File: config.mk
export PLATFORM = sky130hd
export DESIGN_NAME = snake_dir_ctrl
export DESIGN_NICKNAME = d
export VERILOG_FILES = /design/src/rtl/snake_pkg.sv /design/src/rtl/btn_edge.sv /design/src/rtl/snake_dir_ctrl.sv
export SDC_FILE = /design/constraint.sdc
export NUM_CORES = 1
export LEC_CHECK = 0
export CAP_MARGIN = 20
export CORE_ASPECT_RATIO = 1.5
export CORE_MARGIN = 2
export CORE_UTILIZATION = 25
export CTS_BUF_LIST = sky130_fd_sc_hd__clkbuf_16
export DETAILED_ROUTE_END_ITERATION = 10
export GPL_TIMING_DRIVEN = 0
export PLACE_DENSITY = 0.53
export SETUP_SLACK_MARGIN = 0.2
export SYNTH_ARGS = -nofsm -noshare
export SYNTH_HDL_FRONTEND = slang
export SYNTH_SLANG_ARGS = --single-unit
File: constraint.sdc
create_clock -name clk -period 2.3 [get_ports clk]
set_input_delay 0.345 -clock clk [delete_from_list [all_inputs] [get_ports clk]]
set_output_delay 0.345 -clock clk [all_outputs]
set_load 0.01 [all_outputs]
File: src/rtl/snake_pkg.sv
`default_nettype none
// ============================================================================
// Module   : snake_pkg
// Purpose  : Direction type, direction constants and helpers shared by the
//            direction controller, movement engine and renderer.
// Revision : 1.0
// ============================================================================
package snake_pkg;

   typedef logic [1:0] dir_t;

   localparam dir_t DIR_UP    = 2'd0;
   localparam dir_t DIR_DOWN  = 2'd1;
   localparam dir_t DIR_LEFT  = 2'd2;
   localparam dir_t DIR_RIGHT = 2'd3;

   // Opposite directions differ only in bit 0.
   function automatic dir_t opposite(input dir_t d);
      return d ^ 2'd1;
   endfunction

endpackage
`default_nettype wire

File: src/rtl/btn_edge.sv
`default_nettype none
// ============================================================================
// Module   : btn_edge
// Purpose  : Rising-edge detector for the four debounced direction buttons.
// Revision : 1.0
// ============================================================================
module btn_edge (
   input  logic       clk,
   input  logic       rst_n,
   input  logic [3:0] btn,
   output logic [3:0] press
);

   logic [3:0] r_prev;

   // Reset to ones so a button held through reset release never fires.
   always_ff @(posedge clk or negedge rst_n) begin
      if (!rst_n) begin
         r_prev <= 4'hF;
      end else begin
         r_prev <= btn;
      end
   end

   assign press = btn & ~r_prev;

endmodule
`default_nettype wire

File: src/rtl/snake_dir_ctrl.sv
`default_nettype none
// ============================================================================
// Module   : snake_dir_ctrl
// Purpose  : Turns button presses into queued turns, applying one per tick.
// Revision : 1.0
// ============================================================================
module snake_dir_ctrl
   import snake_pkg::*;
#(
   parameter int         QDEPTH   = 2,
   parameter logic [1:0] INIT_DIR = 2'd3
) (
   input  logic                        clk,
   input  logic                        rst_n,
   input  logic                        btn_up,
   input  logic                        btn_down,
   input  logic                        btn_left,
   input  logic                        btn_right,
   input  logic                        tick,
   output logic [1:0]                  dir,
   output logic                        turned,
   output logic [$clog2(QDEPTH+1)-1:0] q_level,
   output logic                        drop
);

   localparam int c_ptr_w = (QDEPTH > 1) ? $clog2(QDEPTH) : 1;
   localparam int c_lvl_w = $clog2(QDEPTH + 1);
   localparam logic [c_ptr_w-1:0] c_last = c_ptr_w'(QDEPTH - 1);
   localparam logic [c_lvl_w-1:0] c_full = c_lvl_w'(QDEPTH);

   if (QDEPTH < 1 || QDEPTH > 4) begin : g_qdepth_check
      $error("snake_dir_ctrl: QDEPTH must be in 1..4");
   end

   logic [3:0]         w_btn;
   logic [3:0]         w_press;
   dir_t               r_mem [QDEPTH];
   logic [c_ptr_w-1:0] r_wr_ptr;
   logic [c_ptr_w-1:0] r_rd_ptr;
   logic [c_ptr_w-1:0] w_tail_ptr;
   logic [c_lvl_w-1:0] r_level;
   dir_t               r_dir;
   logic               r_turned;
   logic               r_drop;
   logic               w_cand_vld;
   dir_t               w_cand;
   dir_t               w_ref;
   logic               w_accept;
   logic               w_full;
   logic               w_push;
   logic               w_pop;

   function automatic logic [c_ptr_w-1:0] ptr_inc(input logic [c_ptr_w-1:0] p);
      return (p == c_last) ? '0 : p + 1'b1;
   endfunction

   // Bit index equals direction encoding, so bit 0 (UP) has top priority.
   assign w_btn = {btn_right, btn_left, btn_down, btn_up};

   btn_edge u_btn_edge (
      .clk   (clk),
      .rst_n (rst_n),
      .btn   (w_btn),
      .press (w_press)
   );

   always_comb begin
      w_cand_vld = |w_press;
      w_cand     = DIR_RIGHT;
      if (w_press[0]) begin
         w_cand = DIR_UP;
      end else if (w_press[1]) begin
         w_cand = DIR_DOWN;
      end else if (w_press[2]) begin
         w_cand = DIR_LEFT;
      end
   end

   // New turns are judged against the last queued turn, not the live heading.
   assign w_tail_ptr = (r_wr_ptr == '0) ? c_last : r_wr_ptr - 1'b1;
   assign w_ref      = (r_level != '0) ? r_mem[w_tail_ptr] : r_dir;
   assign w_accept   = w_cand_vld && (w_cand != w_ref) && (w_cand != opposite(w_ref));
   assign w_full     = (r_level == c_full);
   assign w_push     = w_accept && !w_full;
   assign w_pop      = tick && (r_level != '0);

   always_ff @(posedge clk or negedge rst_n) begin
      if (!rst_n) begin
         r_wr_ptr <= '0;
         r_rd_ptr <= '0;
         r_level  <= '0;
         r_dir    <= INIT_DIR;
         r_turned <= 1'b0;
         r_drop   <= 1'b0;
      end else begin
         r_turned <= w_pop;
         r_drop   <= w_accept && w_full;
         if (w_pop) begin
            r_dir    <= r_mem[r_rd_ptr];
            r_rd_ptr <= ptr_inc(r_rd_ptr);
         end
         if (w_push) begin
            r_wr_ptr <= ptr_inc(r_wr_ptr);
         end
         case ({w_push, w_pop})
            2'b10:   r_level <= r_level + 1'b1;
            2'b01:   r_level <= r_level - 1'b1;
            default: r_level <= r_level;
         endcase
      end
   end

   // Storage needs no reset: entries are only read below the fill level.
   always_ff @(posedge clk) begin
      if (w_push) begin
         r_mem[r_wr_ptr] <= w_cand;
      end
   end

   assign dir     = r_dir;
   assign turned  = r_turned;
   assign q_level = r_level;
   assign drop    = r_drop;

endmodule
`default_nettype wire

==> results.md <==
- Seq pwr share: 37.7%
- R2R setup slack: 310 ps
- Die height: 68.4 µm
- Worst path arrival time: 2130 ps
- Die Width: 47.0 µm
- CTS max path bufs: 2
- DP Area: 858 µm²
- Global route overflow: 0
- Final HPWL DP: 805 µm
- Sequential-to-total area share from yosys stat: 61.8%
- Run status: completed
- Clock skew: 2.48 ps
- PD cells: 1340 mW/mm²
- Routability Congestion: 0.738
- Residual DRC: 0
- Mapped cell area: 692 µm²
- Syn_nets: 59
- Final hold violations: 0
- H-tree Lvls: 1
- Worst VDD drop: 0.457 mV
- Hold Worst Slack: 460 ps
- Crit path max fanout: 4
- Unrepaired setup endpoints after global routing: no
- # diodes: 0
- Avg Inst Size Synth: 13.6 µm²
- Avg WL per Cell: 10.3 µm
- Clock Latency Late Sink: 240 ps
- Routed vias: 410
- Core ar.: 0.00265 mm²
- Antenna-violating nets left: 0
- Critical path's largest stage delay: 480 ps
- Combinational fraction of design power: 36.4%
- Switch share: 29.0%
- Hold Path Class: in2async
- #FFs+latches synth: 16
- Crit path launch type: input port
- Fmax: 498 MHz
- Reg2reg end: q_level[1]
- Worst reg2reg path depth: 7
- Ys Warns: 0
- Fillers: 273
- Area Growth Syn to Fin: 38.0%
- Leakage: 0.382 nW
- CP top delay family: buffers and inverters
- CTS tree: built
- Routed vias/inst: 3.94
- Initial drt markers: 2
- CP max stage cell: clkdlybuf4s50_1
- Setup CP Type: in2reg
- Reg-to-reg startpoint: q_level[0]
- # rows: 23
- Synth cell types: 22
- Slew @ Worst Pin: 548 ps
- Root Buffer: clkbuf_16
- Die ar.: 0.00321 mm²
- Final WL: 1.08 mm
- Post-route minimum period: 2010 ps
- # clock sinks: 16
- Largest net degree at the start of global routing: 13
- Layout net count: 76
- Overall Global Routing Usage: 9.21%
- Design area: 955 µm²
- Setup Viol. Count Final: 0
- Reg clk slew, reported paths: 50 ps
- P_int: 0.910 mW
- Sw Pwr: 0.372 mW
- Required time of the critical path: 2420 ps
- Initial Util: 26.1%
- First-pass GRT wire length: 1.97 mm
- Post-CTS setup buffers: 0
- CTS Buf Count: 3
- Io pins: 13
- Post-Synthesis Cells: 51
- CP Cell Sequence: clkdlybuf4s50_1, nand2b_1, a2111o_1, mux2_4, ha_4, xnor2_1, nor2_2, xor2_1
- Fin. max-slew vios: 0
- Power share of the clock group: 26.0%
- # resized after CTS: 0
- Post-route total power: 1.28 mW
- Antenna violations before repair: 0
- # hold bufs at CTS: 0
- Layout cells sized above 1: 23.9%
- Buffers on Ports: 12
- Buf+Inv Stages, Crit Path: 1
- Rel. slew slack: 63.4%
- Max-Cap Viols: 0
- Crit end category: register
- Vias in the first global route: 441
- Drt first pass iters: 2
- Fin crit share: 87.3%
[sequential cells by signal (all words and copies together) (netlist names)]
name / cells
turned: 1
q_level: 2
u_btn_edge.r_prev: 4
drop: 1
r_wr_ptr: 1
r_rd_ptr: 1
r_mem: 4
dir: 2
[logic make-up (layout without fill, tap and decap cells)]
group	count (synthesis)	count (layout)	synth area share [%]
compound gates	6	6	6.15
buf+inv	2	18	1.09
xor+xnor	5	5	7.42
fa+ha+maj	1	1	1.81
simple gates	15	15	10.3
mux	6	6	11.4
flops	16	16	61.8
[power by group through the flow]
| stage | logic [mW] | registers [mW] | clock network [mW] |
|---|---|---|---|
| 6_report | 0.466 | 0.483 | 0.333 |
| 5_1_grt | 0.523 | 0.496 | 0.361 |
| 4_1_cts | 0.445 | 0.485 | 0.347 |
| 3_5_place_dp | 0.443 | 0.489 | 0 |
| 3_3_place_gp | 0.434 | 0.489 | 0 |
| 2_1_floorplan | 0.279 | 0.497 | 0 |
[routing by layer]
| layer | global-route usage [%] | up-vias | wire length [µm] |
|---|---|---|---|
| li1 | - | 205 | - |
| met1 | 10.2 | 189 | 436 |
| met2 | 13.9 | 11 | 540 |
| met3 | 2.37 | 5 | 48 |
| met4 | 8.33 | 0 | 49 |
| met5 | 0 | - | 0 |
[through the flow]
stage                     util [%]  worst slack [ps]  cells  TNS (ps)
after global routing          36.1               207    104         0
final                         36.1               292    104         0
after detailed placement      32.4             -6.33    100     -6.33
after CTS                     35.4               249    104         0
after floorplan                  -               348     51         0
after global placement        32.4              10.2    100         0
[worst max-delay path by stage]
stage | from | endpoint | slack, ps | depth (start not counted)
global placement | btn_right | q_level[1] | 10 | 7
CTS | btn_right | q_level[1] | 250 | 7
detailed placement | btn_right | q_level[1] | -6 | 7
finish | btn_right | q_level[1] | 290 | 8
global route | btn_right | q_level[1] | 210 | 8
floorplan | q_level[0] | q_level[1] | 350 | 6
[Yosys cell counts]
master	instances	area share [%]
a211o_1	1	1.3
o21ai_0	2	1.4
dfstp_2	6	23
nor2b_1	3	2.7
o21bai_1	1	1.1
a2111o_1	1	1.6
edfxtp_1	4	17
and2_1	1	0.90
mux2_4	1	2.2
mux2i_1	3	4.3
xnor2_2	1	2.4
mux2_2	1	1.6
inv_1	2	1.1
nor2_1	7	3.8
nand2b_1	2	1.8
xnor2_1	3	3.8
dfrtp_1	6	22
nand2_1	2	1.1
o21ai_1	1	0.72
mux2i_4	1	3.3
xor2_1	1	1.3
ha_1	1	1.8
[cell type report]
cell class,count,area [µm²],share of cell area (%)
clock buffers,3,75.1,7.86
clock inverters,1,3.75,0.393
inverters,2,7.51,0.786
multi-input cells,33,274,28.7
flip-flops and latches,16,428,44.8
well taps,37,46.3,4.85
repair buffers,12,120,12.6
[worst reg2reg max path, stage by stage (launching register included)]
cell and delay, ps:
dfrtp_1 450, nor2_1 240, mux2i_4 300, mux2_4 360, ha_4 170, xnor2_1 160
nor2_2 50, xor2_1 130
[layout by cell type (no fill, tap or decap), drive strengths merged]
cell type	instances
xor2	1
clkdlybuf4s50	12
dfstp	6
nand2	2
dfrtp	6
clkbuf	3
inv	3
and2	1
nor2b	3
mux2i	4
xnor2	4
mux2	2
nand2b	2
a2111o	1
edfxtp	4
nor2	7
a211o	1
o21ai	3
ha	1
o21bai	1
Power figures use the tool's default switching activity.
